--- src/rtl/mult_div_pkg.sv ---
// Op encodings, FSM state type and small decode helpers shared by the
// multiply/divide unit.
package mult_div_pkg;

  localparam logic [1:0] OPC_MULT  = 2'b00;
  localparam logic [1:0] OPC_MULTU = 2'b01;
  localparam logic [1:0] OPC_DIV   = 2'b10;
  localparam logic [1:0] OPC_DIVU  = 2'b11;

  typedef enum logic [1:0] {
    OP_MULT  = OPC_MULT,
    OP_MULTU = OPC_MULTU,
    OP_DIV   = OPC_DIV,
    OP_DIVU  = OPC_DIVU
  } op_e;

  typedef enum logic [2:0] {
    ST_IDLE,
    ST_MUL,
    ST_DIV,
    ST_FIXUP,
    ST_DONE
  } state_e;

  function automatic logic op_is_signed(input op_e o);
    return (o == OP_MULT) || (o == OP_DIV);
  endfunction

  function automatic logic op_is_div(input op_e o);
    return (o == OP_DIV) || (o == OP_DIVU);
  endfunction

endpackage

--- src/rtl/cond_negate.sv ---
// Combinational two's-complement conditional negate: o_val = i_neg ? -i_val : i_val.
module cond_negate #(
  parameter int W = 32
) (
  input  logic         i_neg,
  input  logic [W-1:0] i_val,
  output logic [W-1:0] o_val
);

  assign o_val = i_neg ? (~i_val + W'(1)) : i_val;

endmodule

--- src/rtl/mult_div_unit.sv ---
// Iterative HI/LO multiply/divide unit: radix-2 shift-add multiply, restoring divide.
// Macro MULT_DIV_UNIT_DIVIDE_EN compiles in the divide datapath; without it DIV/DIVU raise op_err.
module mult_div_unit #(
  parameter int WIDTH = 32,
  parameter int CW    = $clog2(WIDTH) + 1
) (
  input  logic             Clk,
  input  logic             reset,
  input  logic             start,
  input  logic [1:0]       op,
  input  logic [WIDTH-1:0] oper_A,
  input  logic [WIDTH-1:0] oper_B,
  input  logic             wr_hi,
  input  logic             wr_lo,
  input  logic [WIDTH-1:0] wr_data,
  output logic             busy,
  output logic             done,
  output logic [WIDTH-1:0] hi,
  output logic [WIDTH-1:0] lo,
  output logic             div_zero,
  output logic             op_err,
  output logic [CW-1:0]    iter_count
);
  import mult_div_pkg::*;

  state_e             r_state;
  logic [2*WIDTH-1:0] r_prod;
  logic [WIDTH-1:0]   r_mcand;
  logic [WIDTH-1:0]   r_hi;
  logic [WIDTH-1:0]   r_lo;
  logic               r_neg_res;
  logic               r_busy;
  logic               r_done;
  logic               r_div_zero;
  logic [CW-1:0]      r_iter;

  logic               w_signed;
  logic               w_a_neg;
  logic               w_b_neg;
  logic [WIDTH-1:0]   w_a_mag;
  logic [WIDTH-1:0]   w_b_mag;
  logic [WIDTH:0]     w_mul_sum;
  logic [2*WIDTH-1:0] w_mul_next;
  logic [2*WIDTH-1:0] w_prod_fix;
  logic               w_last;

  assign w_signed = op_is_signed(op_e'(op));
  assign w_a_neg  = w_signed & oper_A[WIDTH-1];
  assign w_b_neg  = w_signed & oper_B[WIDTH-1];

  cond_negate #(.W(WIDTH)) u_mag_a (.i_neg(w_a_neg), .i_val(oper_A), .o_val(w_a_mag));
  cond_negate #(.W(WIDTH)) u_mag_b (.i_neg(w_b_neg), .i_val(oper_B), .o_val(w_b_mag));

  // r_prod = {accumulator, multiplier}; the multiplier shifts out as the product shifts in
  assign w_mul_sum  = {1'b0, r_prod[2*WIDTH-1:WIDTH]} + {1'b0, r_mcand};
  assign w_mul_next = r_prod[0] ? {w_mul_sum, r_prod[WIDTH-1:1]}
                                : {1'b0, r_prod[2*WIDTH-1:1]};
  assign w_last     = (r_iter == CW'(WIDTH - 1));

  cond_negate #(.W(2*WIDTH)) u_fix_prod (.i_neg(r_neg_res), .i_val(r_prod), .o_val(w_prod_fix));

`ifdef MULT_DIV_UNIT_DIVIDE_EN
  logic               r_neg_rem;
  logic               r_is_div;
  logic [WIDTH:0]     w_div_trial;
  logic [2*WIDTH-1:0] w_div_next;
  logic [WIDTH-1:0]   w_quo_fix;
  logic [WIDTH-1:0]   w_rem_fix;

  // r_prod = {remainder, dividend/quotient}; top W+1 bits are the shifted partial remainder
  assign w_div_trial = r_prod[2*WIDTH-1:WIDTH-1] - {1'b0, r_mcand};
  assign w_div_next  = w_div_trial[WIDTH] ? {r_prod[2*WIDTH-2:0], 1'b0}
                                          : {w_div_trial[WIDTH-1:0], r_prod[WIDTH-2:0], 1'b1};

  cond_negate #(.W(WIDTH)) u_fix_quo (.i_neg(r_neg_res), .i_val(r_prod[WIDTH-1:0]), .o_val(w_quo_fix));
  cond_negate #(.W(WIDTH)) u_fix_rem (.i_neg(r_neg_rem), .i_val(r_prod[2*WIDTH-1:WIDTH]), .o_val(w_rem_fix));

  assign op_err = 1'b0;
`else
  logic r_op_err;
  assign op_err = r_op_err;
`endif

  always_ff @(posedge Clk) begin
    if (reset) begin
      r_state    <= ST_IDLE;
      r_prod     <= '0;
      r_mcand    <= '0;
      r_hi       <= '0;
      r_lo       <= '0;
      r_neg_res  <= 1'b0;
      r_busy     <= 1'b0;
      r_done     <= 1'b0;
      r_div_zero <= 1'b0;
      r_iter     <= '0;
`ifdef MULT_DIV_UNIT_DIVIDE_EN
      r_neg_rem  <= 1'b0;
      r_is_div   <= 1'b0;
`else
      r_op_err   <= 1'b0;
`endif
    end else begin
      r_done <= 1'b0;
      case (r_state)
        ST_IDLE: begin
          if (start) begin
            r_iter     <= '0;
            r_div_zero <= 1'b0;
            r_mcand    <= w_b_mag;
            r_prod     <= {{WIDTH{1'b0}}, w_a_mag};
            r_neg_res  <= w_a_neg ^ w_b_neg;
            r_busy     <= 1'b1;
`ifdef MULT_DIV_UNIT_DIVIDE_EN
            r_neg_rem  <= w_a_neg;
            r_is_div   <= op_is_div(op_e'(op));
            if (!op_is_div(op_e'(op))) begin
              r_state <= ST_MUL;
            end else if (oper_B == '0) begin
              r_state    <= ST_DONE;
              r_done     <= 1'b1;
              r_div_zero <= 1'b1;
            end else begin
              r_state <= ST_DIV;
            end
`else
            if (!op_is_div(op_e'(op))) begin
              r_state  <= ST_MUL;
              r_op_err <= 1'b0;
            end else begin
              r_state  <= ST_DONE;
              r_done   <= 1'b1;
              r_op_err <= 1'b1;
            end
`endif
          end else begin
            if (wr_hi) r_hi <= wr_data;
            if (wr_lo) r_lo <= wr_data;
          end
        end
        ST_MUL: begin
          r_prod <= w_mul_next;
          r_iter <= r_iter + CW'(1);
          if (w_last) r_state <= ST_FIXUP;
        end
`ifdef MULT_DIV_UNIT_DIVIDE_EN
        ST_DIV: begin
          r_prod <= w_div_next;
          r_iter <= r_iter + CW'(1);
          if (w_last) r_state <= ST_FIXUP;
        end
`endif
        ST_FIXUP: begin
`ifdef MULT_DIV_UNIT_DIVIDE_EN
          if (r_is_div) begin
            r_hi <= w_rem_fix;
            r_lo <= w_quo_fix;
          end else
`endif
          begin
            r_hi <= w_prod_fix[2*WIDTH-1:WIDTH];
            r_lo <= w_prod_fix[WIDTH-1:0];
          end
          r_done  <= 1'b1;
          r_state <= ST_DONE;
        end
        ST_DONE: begin
          r_busy  <= 1'b0;
          r_state <= ST_IDLE;
        end
        default: begin
          r_busy  <= 1'b0;
          r_state <= ST_IDLE;
        end
      endcase
    end
  end

  assign busy       = r_busy;
  assign done       = r_done;
  assign hi         = r_hi;
  assign lo         = r_lo;
  assign div_zero   = r_div_zero;
  assign iter_count = r_iter;

endmodule

--- config.mk ---
export PLATFORM = sky130hd
export DESIGN_NAME = mult_div_unit
export DESIGN_NICKNAME = d
export VERILOG_FILES = /design/src/rtl/mult_div_pkg.sv /design/src/rtl/cond_negate.sv /design/src/rtl/mult_div_unit.sv
export SDC_FILE = /design/constraint.sdc
export NUM_CORES = 1
export LEC_CHECK = 0
export CAP_MARGIN = 10
export CORE_MARGIN = 1.5
export CORE_UTILIZATION = 45
export CTS_CLUSTER_SIZE = 8
export DETAILED_ROUTE_END_ITERATION = 8
export PLACE_DENSITY_LB_ADDON = 0.05
export SYNTH_ARGS = -nofsm -noshare
export SYNTH_HDL_FRONTEND = slang
export SYNTH_SLANG_ARGS = --single-unit
export TNS_END_PERCENT = 1
--- constraint.sdc ---
create_clock -name Clk -period 4.2 [get_ports Clk]
set_input_delay 0.84 -clock Clk [delete_from_list [all_inputs] [get_ports Clk]]
set_output_delay 0.84 -clock Clk [all_outputs]
set_load 0.02 [all_outputs]
# Word level (Yosys, flattened, before mapping)
# Index checks and enable logic that the tools add are counted.
# totals
register_bits	173
inputBits	103
output_inout_bits	74
word_cells	68
# classes
add_sub_neg	5
n_eq_ne	10
mux	23
bitwise_logic	7
reduce_logical	13
# ops
operator	count
$mux W32	6
$mux W64	3
$pmux W32 S2	2
$pmux W64 S2	1
$add A32 B1 Y32 const B	2
$add A64 B1 Y64 const B	1
$not A32 Y32	2
$not A64 Y64	1
$add A32 B32 Y33	1
$pmux W6 S2	1
$ne A2 B2 Y1 const B	5
$mux W3	3
$pmux W3 S3	1
$reduce_and A2 Y1	4
$add A6 B1 Y6 const B	1
$eq A6 B5 Y1 const B	1
$mux W6	1
$reduce_and A3 Y1	2
$eq A2 B2 Y1 const B	2
$pmux W1 S2	2
$reduce_bool A2 Y1	2
$eq A3 B1 Y1 const B	1
$eq A3 B2 Y1 const B	1
$logic_not A3 Y1	1
other kinds (7)	11

# Depth between registers and ports, before layout
# Gate-level depths: netlist (run 1).
# depth
depth_word	6
mapped_depth	10

# Hierarchy
# From an unflattened synthesis (run 1), not the netlist that was laid out.
# hier_totals
cells_unflattened	1444
hier_area_um2	11688.7
# modules_own_cells
mod	n_inst	cells_per_inst	area_per_inst_um2	seq_area_each_um2
mult_div_unit	1	1049	8604.5	3463.3
cond_negate (u_mag_a ...)	2	99	777.0	0.0
cond_negate (u_fix_prod)	1	197	1530.2	0.0

# Worst setup path after synthesis (run 1)
# Ideal clock, no wire load.
# synth_path
path_type	input to register
startpoint	input oper_A[0]
endpoint	register r_prod[25]
setup_ns	0.134
arrival_ns	3.036
path_slack_ns	1.031
path_stages	7
n_path_buf	0
cell_sequence	or2_2 -> nor4_1 -> nor4b_1 -> nand4b_1 -> o41ai_1 -> xor2_1 -> o22ai_1
# synth_via
elab_chain_len	5
# synth_rtl
element	line	source
start: declaration	mult_div_unit.sv:11	input logic [WIDTH-1:0] oper_A,
$not A32 Y32	cond_negate.sv:10	assign o_val = i_neg ? (~i_val + W'(1)) : i_val;
$add A32 B1 Y32	cond_negate.sv:10	
$mux W32	cond_negate.sv:10	
$mux W64	mult_div_unit.sv:106	if (start) begin
$pmux W64 S2	mult_div_unit.sv:104	case (r_state)
end signal: assignment	mult_div_unit.sv:110	r_prod <= {{WIDTH{1'b0}}, w_a_mag};
end signal: assignment	mult_div_unit.sv:141	r_prod <= w_mul_next;
end: declaration	mult_div_unit.sv:27	logic [2*WIDTH-1:0] r_prod;
# Every way passes these cells. The select of a mux whose other input is x is not followed.
# A chain may end at the register's enable or synchronous reset.

# Worst setup path in the final report (run 1)
# layout_path
startpoint	register r_prod[0]
endpoint	register r_hi[22] (netlist: hi[22])
# layout_via
elab_chain_len	4
# layout_rtl
element	line	source
$not A64 Y64	cond_negate.sv:10	
$add A64 B1 Y64	cond_negate.sv:10	
$mux W64	cond_negate.sv:10	
$pmux W32 S2	mult_div_unit.sv:104	
end signal: assignment	mult_div_unit.sv:136	if (wr_hi) r_hi <= wr_data;
end signal: assignment	mult_div_unit.sv:160	r_hi <= w_prod_fix[2*WIDTH-1:WIDTH];
end: declaration	mult_div_unit.sv:29	logic [WIDTH-1:0] r_hi;
# Every way passes these cells.

==> metrics.yaml, run 1 <==
status: "finished, final reports clean"
syn-instance-count: 1558
grt_usage: 0.2894
vias: 12280
hold_slack_ns: 0.4566
finalCritPeriodShare: 0.8065
numCtsBuffers: 17
grt_pass1_vias: 11005
ir_worst_vdd_mv: 0.2027
crit_fanout: 7
synthDistinctLibCells: 76
area_growth_pct: 21.66
drt_first_pass_iters: 5
synth-main-ff-cell: "dfxtp_1"
syn-mean-instance-area_um2: 7.567
drv_slew: 0
crit_path_start_kind: "flip-flop"
clock_sinks: 173
synth_top_area_share: 0.2938
htreeDepth: 4
synth_top_cell_by_area: "dfxtp_1"
yosysSeqAreaShare: 0.2938
diodes: 0
start_util: 0.4550
cp_slowest_cell: "or4_1"
postCtsHoldBufs: 0
row_count: 59
clk_latency_ns: 0.44
numPortBuffers: 175
clk_pin_slew_worst_paths_ns: 0.08
nets: 1799
yosys_warnings: 0
fin_crit_ns: 3.387
cp.required_ns: 4.51
ys_seq_elements: 173
critical_path_class: "reg -> reg"
drc: 0
synthesis.nets: 1698
antenna_found_initial: 2
cts_tree: "done"
fmax_ghz: 0.2952
synth_area_mm2: 0.01179
hpwl_um: 29800
synth_area_leaders: "dfxtp_1 (29%), xor2_1 (6.3%), a21oi_1 (6.2%)"
grt_pass1_wl_um: 61160
p_per_area_mw_per_mm2: 340.6
ioPinCount: 177
finalSetupTns_ns: 0
crit_arrival_ns: 3.70
cts-root-buf: "clkbuf_16"
path_cells: "inv_1, ha_1, or3b_2, nor3_1, nand4_1, or4_1, o41ai_1, xor2_1, o32ai_1"
via_per_inst: 6.119
synth-async-reset-ratio: 0
drv_cap: 0
hold_viol_final: 0
grt_max_degree: 83
drt-initial-drc-count: 1269
place.gp.congestion: 0.9060
postCtsSetupRepairBufs: 0
worst_setup_path_end_kind: "flip-flop"
setup_violations: 0
wire_per_inst_um: 19.70
power_leakage_nw: 5.259
ctsResizeCount: 0
dieArea_mm2: 0.02718
fin_worst_skew_ns: 0.01279
drive_gt1_frac: 0.05622
drtAntennaViolNets: 0
die_w_um: 164.9
drt-total-wl_um: 39540
fill_cells: 2488
slowest_delay_ns: 0.59
design.core.area_mm2: 0.02591
cts_max_path_buffers: 2
max_slew.worst_pin.slew_ns: 1.050
hp-class: "reg -> reg"
die_height_um: 164.9
slew_headroom: 0.3000
rsz0062_at_grt: "false"
synth-edff-count: 0
overflow: 0
[kinds of logic (layout without fill, tap and decap cells)]
kind of cell    count (synthesis)  after routing  share of synthesized area
compound gates                529            529                     0.2942
xor+xnor                      120            120                    0.08915
fa+ha+maj                      37             37                    0.03991
buf+inv                       140            254                    0.04606
flops                         173            173                     0.2938
mux                            11             11                   0.009976
other cells                     1              1                  0.0003181
simple gates                  547            547                     0.2266
[critical path: cells and delay by family (launching register included)]
family	cells	cell delay [ns]
AND/OR/NAND/NOR	4	1.53
adder cells (fa/ha/maj)	1	0.31
XOR/XNOR	1	0.34
flip-flops	1	0.31
buffers and inverters	1	0.27
AO/OA/AOI/OAI	2	0.51
[area by class of cell]
class	instances	area [µm²]	area share
multi-input cells	1245	7809	0.5444
flip-flops and latches	173	3465	0.2416
repair buffers	198	1934	0.1349
clock buffers	17	425.4	0.02966
well taps	335	419.2	0.02922
clock inverters	15	200.2	0.01396
inverters	24	90.09	0.006281
[registers in the layout, summed over array words and instances, names as in the netlist]
register and count:
r_prod 64, hi 32, lo 32, r_mcand 32, iter_count 6, r_state 3
busy 1, done 1, op_err 1, r_neg_res 1
[through the flow]
| step | area, µm² | util | instances | worst slack, ns | power [W] |
|---|---|---|---|---|---|
| after floorplan | 11790 | - | 1558 | 1.031 | 0.002710 |
| after global placement | 13720 | 0.5294 | 1975 | 0.5240 | 0.003201 |
| after detailed placement | 13720 | 0.5294 | 1975 | 0.4265 | 0.003215 |
| after CTS | 14340 | 0.5535 | 2007 | 0.8456 | 0.004883 |
| after global routing | 14340 | 0.5535 | 2007 | 0.5674 | 0.005105 |
| final | 14340 | 0.5535 | 2007 | 0.8127 | 0.004885 |
[path summary, 6_finish.rpt]
path | start | endpoint | slack [ns] | cells past startpoint
worst max register to register | r_prod[0] | hi[22] | 0.81 | 9
worst min-delay path | lo[28] | lo[28] | 0.46 | 2
worst min register to register | lo[28] | lo[28] | 0.46 | 2
worst max-delay path | r_prod[0] | hi[22] | 0.81 | 9
[cells in the mapped netlist, types with 17 or more instances]
master and instances:
nor3_1 32, clkbuf_1 105, nand2_1 158, a21o_1 19
and3_1 21, o41ai_1 17, inv_1 24, o31ai_1 22
a211oi_1 38, a21oi_1 145, nor2_1 158, xnor2_1 35
or3_1 27, a22oi_1 54, o21ai_0 87, a31oi_1 22
o22ai_1 28, ha_1 36, xor2_1 85, nor4_1 18
nand3_1 27, dfxtp_1 173, or4_1 20
[report_power, final]
| group | switching [W] | internal, W | leakage [nW] |
|---|---|---|---|
| Sequential | 0.000150 | 0.00177 | 1.41 |
| Combinational | 0.000768 | 0.000511 | 3.54 |
| Clock | 0.000776 | 0.000911 | 0.301 |
[cell usage in the layout (no fill, tap or decap), types with 28 or more instances in the layout]
cell type / instances
a22oi_1: 54
xnor2_1: 35
nor3_1: 32
xor2_1: 85
a21oi_1: 145
a211oi_1: 38
clkdlybuf4s50_1: 174
o21ai_0: 87
ha_1: 36
nor2_1: 156
dfxtp_1: 172
nand2_1: 158
o22ai_1: 28
[layer usage]
metal  wire, µm  up-vias  part of all wire  track usage
li1           -     6014                 -            -
met5         13        -           0.00033            0
met2      16600      412              0.42       0.4202
met3       2695       57             0.068      0.05023
met1      19300     5795              0.49       0.4299
met4        931        2             0.024      0.08927
(Power assumes the default switching activity.)
==> inputs of run 2 (changes only) <==
==> constraint.sdc (replaced) <==
create_clock -name Clk -period 3.45 [get_ports Clk]
set_input_delay 0.69 -clock Clk [delete_from_list [all_inputs] [get_ports Clk]]
set_output_delay 0.69 -clock Clk [all_outputs]
set_load 0.02 [all_outputs]
==> metrics.yaml, run 2 (same netlist as run 1, synthesis figures left out) <==
via_per_inst: 6.145  # was 6.119
hpwl_um: 30340  # was 29800 µm
crit_path_end: "hi[22]"  # unchanged
clk_latency_ns: 0.44  # about the same
postCtsHoldBufs: 0  # unchanged
wire_per_inst_um: 19.59  # was 19.70 µm
largest_register_ff_count: 64  # unchanged
hold_viol_final: 0  # unchanged
crit_arrival_ns: 3.50  # was 3.70 ns
drv_slew: 0  # unchanged
fill_cells: 2474  # was 2488
clock_sinks: 173  # unchanged
drt-total-wl_um: 39910  # was 39540 µm
worst_setup_path_end_kind: "flip-flop"  # unchanged
diodes: 0  # unchanged
crit_start: "r_prod[1]"  # was r_prod[0]
cts_max_path_buffers: 2  # unchanged
finalSetupTns_ns: 0  # unchanged
grt_usage: 0.2922  # was 0.2894
row_count: 59  # unchanged
design.core.area_mm2: 0.02591  # unchanged
dieArea_mm2: 0.02718  # unchanged
drt-initial-drc-count: 1241  # was 1269
cts_tree: "done"  # unchanged
clk_pin_slew_worst_paths_ns: 0.08  # about the same
cts-root-buf: "clkbuf_16"  # unchanged
critical_path_class: "reg -> reg"  # unchanged
drt_first_pass_iters: 6  # was 5
slew_headroom: 0.4276  # was 0.3000
multi_input_area_mm2: 0.007809  # unchanged
htreeDepth: 4  # unchanged
finalCritPeriodShare: 0.9301  # was 0.8065
finalPower_w: 0.005920  # was 0.004885 W
postCtsSetupRepairBufs: 0  # unchanged
place.gp.congestion: 0.9226  # was 0.9060
cp.required_ns: 3.74  # was 4.51 ns
numPortBuffers: 175  # unchanged
crit_fanout: 6  # was 7
setup_violations: 0  # unchanged
rr_worst_depth: 9  # unchanged
regMostFlops: "r_prod"  # unchanged
ioPinCount: 177  # unchanged
overflow: 0  # unchanged
ctsResizeCount: 0  # unchanged
r2r_start: "r_prod[1]"  # was r_prod[0]
final_common_cell: "clkdlybuf4s50_1"  # unchanged
antenna_found_initial: 1  # was 2
p_per_area_mw_per_mm2: 405.5  # was 340.6 mW/mm²
seq_area_mm2: 0.003465  # unchanged
grt_pass1_vias: 11101  # was 11005
die_w_um: 164.9  # unchanged
r2r_setup_slack_ns: 0.24  # was 0.81 ns
crit_path_start_kind: "flip-flop"  # unchanged
reg2reg_to: "hi[22]"  # unchanged
nets: 1829  # was 1799
ir_worst_vdd_mv: 0.2567  # was 0.2027 mV
drc: 0  # unchanged
area_growth_pct: 23.83  # was 21.66%
fin_worst_skew_ns: 0.01763  # was 0.01279 ns
place_ws_ns: 0.1377  # was 0.4265 ns
numCtsBuffers: 17  # unchanged
start_util: 0.4550  # unchanged
grt_max_degree: 104  # was 83
final_cell_mix: "clkdlybuf4s50_1 (174), dfxtp_1 (172), nand2_1 (158)"  # unchanged
drv_cap: 0  # unchanged
status: "finished, final reports clean"  # unchanged
vias: 12518  # was 12280
hp-class: "reg -> reg"  # unchanged
fin_crit_ns: 3.209  # was 3.387 ns
die_height_um: 164.9  # unchanged
grt_pass1_wl_um: 61700  # was 61160 µm
fin_ws_ns: 0.2411  # was 0.8127 ns
max_slew.worst_pin.slew_ns: 0.8554  # was 1.050 ns
drive_gt1_frac: 0.07286  # was 0.05622
power_leakage_nw: 5.418  # was 5.259 nW
drtAntennaViolNets: 0  # unchanged
rsz0062_at_grt: "false"  # unchanged
fmax_ghz: 0.3116  # was 0.2952 GHz
==> run 2: cell count changes in the layout (fill, tap and decap cells not counted), sizes merged <==
cell / change
inv: +2
buf: +30
bufinv: -2
==> run 2: stage by stage <==
step / hold WS [ns] / cells / instance area, µm² / util
2_1_floorplan: 0.4356 / 1558 / 11790 / -
3_3_place_gp: 0.4401 / 2005 / 14000 / 0.5405
3_5_place_dp: 0.4381 / 2005 / 14000 / 0.5405
4_1_cts: 0.4547 / 2037 / 14600 / 0.5634
5_1_grt: 0.4724 / 2037 / 14600 / 0.5634
6_report: 0.4600 / 2037 / 14600 / 0.5634
==> run 2: critical path, cell delays in order (launching register included) <==
cell and delay [ns]:
dfxtp_1 0.37, inv_1 0.10, ha_1 0.26, or3b_2 0.49
nor3_1 0.23, nand4_1 0.23, or4_1 0.58, o41ai_1 0.35
xor2_1 0.34, o32ai_1 0.12
==> run 2: where the power goes <==
group          internal, W  switching (W)  total [W]
Clock             0.000979       0.000991    0.00197
Combinational     0.000667       0.000960    0.00163
Sequential         0.00215       0.000169    0.00232
Total              0.00380        0.00212    0.00592
==> run 2: layout make-up <==
class                      count  area share
multi-input combinational   1245      0.5349
tap                          335     0.02871
clock inverter                15     0.01149
timing repair buffer         228      0.1522
inverter                      24    0.006171
sequential                   173      0.2373
clock buffer                  17     0.02914
==> run 2: metal layers <==
metal	vias to the layer above	wire, µm	global-route usage
met3	48	2731	0.03466
met5	-	0	0
met1	5919	19320	0.4389
li1	6068	-	-
met4	0	908	0.09091
met2	483	16950	0.4301
==> run 2: how the worst min path moves through the flow <==
stage	from	end	slack, ns	cells past startpoint
3_5_place_dp	hi[12]	hi[12]	0.44	2
3_3_place_gp	hi[9]	hi[9]	0.44	1
4_1_cts	hi[12]	hi[12]	0.45	2
2_1_floorplan	r_mcand[14]	r_mcand[14]	0.44	2
5_1_grt	hi[11]	hi[11]	0.47	2
6_report	hi[11]	hi[11]	0.46	2
==> inputs of run 3 (changes only) <==
==> constraint.sdc (replaced) <==
create_clock -name Clk -period 3.45 [get_ports Clk]
set_input_delay 0.69 -clock Clk [delete_from_list [all_inputs] [get_ports Clk]]
set_output_delay 0.69 -clock Clk [all_outputs]
set_load 0.05 [all_outputs]
==> results of run 3 <==
The final DEF is identical to that of run 2. Status: finished, final reports clean.
Main changes from that run: total power 0.005920 W -> 0.006056 W; worst IR drop on VDD 0.2567 mV -> 0.2571 mV
==> RTL edit, RTL diff (config.mk and constraints of run 3) <==
Build with the macro `MULT_DIV_UNIT_DIVIDE_EN` defined.
--- a/src/rtl/mult_div_unit.sv
+++ b/src/rtl/mult_div_unit.sv
@@ -1,5 +1,7 @@
 // Iterative HI/LO multiply/divide unit: radix-2 shift-add multiply, restoring divide.
 // Macro MULT_DIV_UNIT_DIVIDE_EN compiles in the divide datapath; without it DIV/DIVU raise op_err.
+`define MULT_DIV_UNIT_DIVIDE_EN
+
 module mult_div_unit #(
   parameter int WIDTH = 32,
   parameter int CW    = $clog2(WIDTH) + 1
Behaviour: not the same (a bounded check fails within 4 cycles, from zero or initial values and one cycle with reset high).
==> RTL edit against run 3 <==
Core utilization rose by 1.2 points; largest cell class unchanged; final area up 22%; critical path type unchanged; wire length increased by 29%; count of clock-buffer cells in the layout up 1; setup slack worse by 0.033 ns; synthesized area rose by 21%; sequential cell count increased by 2.
Power is not compared: it rests on default switching activity, and its combinational part moved more than twofold at a synthesized area within 25%.
==> RTL edit: results (changes against run 3) <==
GRT
  • Met1 Use GR: 44.3% (+0.38 points)
  • Global-route wire length before repair: 80.3 mm (+30%)
  • Met2 Use GR: 46.3% (+3.3 points)
  • Initial antenna violation count: 0 (-1)
  • Largest net degree at the start of global routing: 76 (-27%)
  • Vias in the first global route: 14137 (+27%)
  • GRT Total Usage: 31.2% (+2.0 points)
  • Grt met3 use: 6.53% (+3.1 points)

Synth
  • Post-Synth XOR/XNOR Area: 10.6% (+1.7 points)
  • Post-Synth Adder-Cell Area: 6.34% (+2.4 points)
  • Commonest cells post-synth: 236 x nor2_1, 189 x a21oi_1, 175 x dfxtp_1, 162 x o21ai_0, 161 x nand2_1
  • Yosys cell types: 86 (+13%)
  • Top post-synthesis cells by area: dfxtp_1 25%, a21oi_1 6.6%, nor2_1 6.2%, ha_1 6.1%, o21ai_0 5.7%
  • Multiplexer share of the synthesized area: 2.29% (+1.3 points)
  • Compound-gate portion of the synthesized area: 31.1% (+1.7 points)
  • Mapped Nets: 2106 (+24%)
  • Seq/Total Area, Yosys: 24.6% (-4.8 points)
  • Post-Syn Instances: 1932 (+24%)

STA
  • Worst Skew: 0.0171 ns (-0.000573 ns)
  • Fin Hold WS: 0.458 ns (-0.00228 ns)
  • Fmax: 308 MHz (-1.0%)
  • Worst slew margin: 40.3% (-2.5 points)

Cells and area
  • Nets: 2309 (+26%)
  • Share of cells above drive strength 1: 10.5% (+3.2 points)

Critical path
  • Slowest CP cell: fa_1
  • Crit. Startpoint: r_prod[32]
  • Top delay family on crit path: compound AO/OA/AOI/OAI gates
  • CP peak stage delay: 0.41 ns (-0.17 ns)
  • Maximum fanout along the worst path: 5 (-1)

Placement
  • Setup WS pre-CTS: -0.156 ns (-0.294 ns)
  • HPWL Detailed: 40.0 mm (+32%)
  • GPL Wtd Cong: 0.962 (+4.3%)
  • Placed instance area: 17200 sq um (+22%)
  • Dpl cells: 2511 (+25%)

Min path
  • Min-delay src: hi[31]

Drt
  • Routed len/inst: 20.3 um (+3.7%)
  • DR iter-0 viols: 1477 (+19%)
  • DR WL met3: 4.72 mm (+73%)
  • Via density: 6.02 (-2.1%)
  • Wl on met1: 23.8 mm (+23%)
  • Total wire length: 51.6 mm (+29%)

Run status
  • Status: complete, no violations
==> RTL edit: power by group <==
group / total (mW) / switching [mW] / leakage (nW) / internal, mW
registers: 2.52 / 0.280 / 1.44 / 2.24
logic: 4.38 / 2.55 / 5.27 / 1.83
clock network: 2.03 / 0.953 / 0.277 / 1.08
==> RTL edit: cell type report <==
class / count / area [sq um]
Clock inverter: 13 / 154
Fill cell: 2951 / 13100
Timing Repair Buffer: 316 / 2900
Tap cell: 396 / 495
Sequential cell: 175 / 3510
Inverter: 64 / 240
Multi-Input combinational cell: 1561 / 10100
Clock buffer: 18 / 429
==> RTL edit: repair_timing <==
| item | CTS | global route |
|---|---|---|
| gates resized for setup | 1 | 11 |
| endpoints found under the setup margin | 1 | 17 |
| pin swaps | 0 | 4 |
| buffers inserted | 0 | 1 |
| gates cloned | 0 | 0 |
==> RTL edit: final timing paths <==
path / end / cells past startpoint
max: r_prod[61] / 14
min: hi[31] / 2
max reg2reg: r_prod[61] / 14
min reg2reg: hi[31] / 2
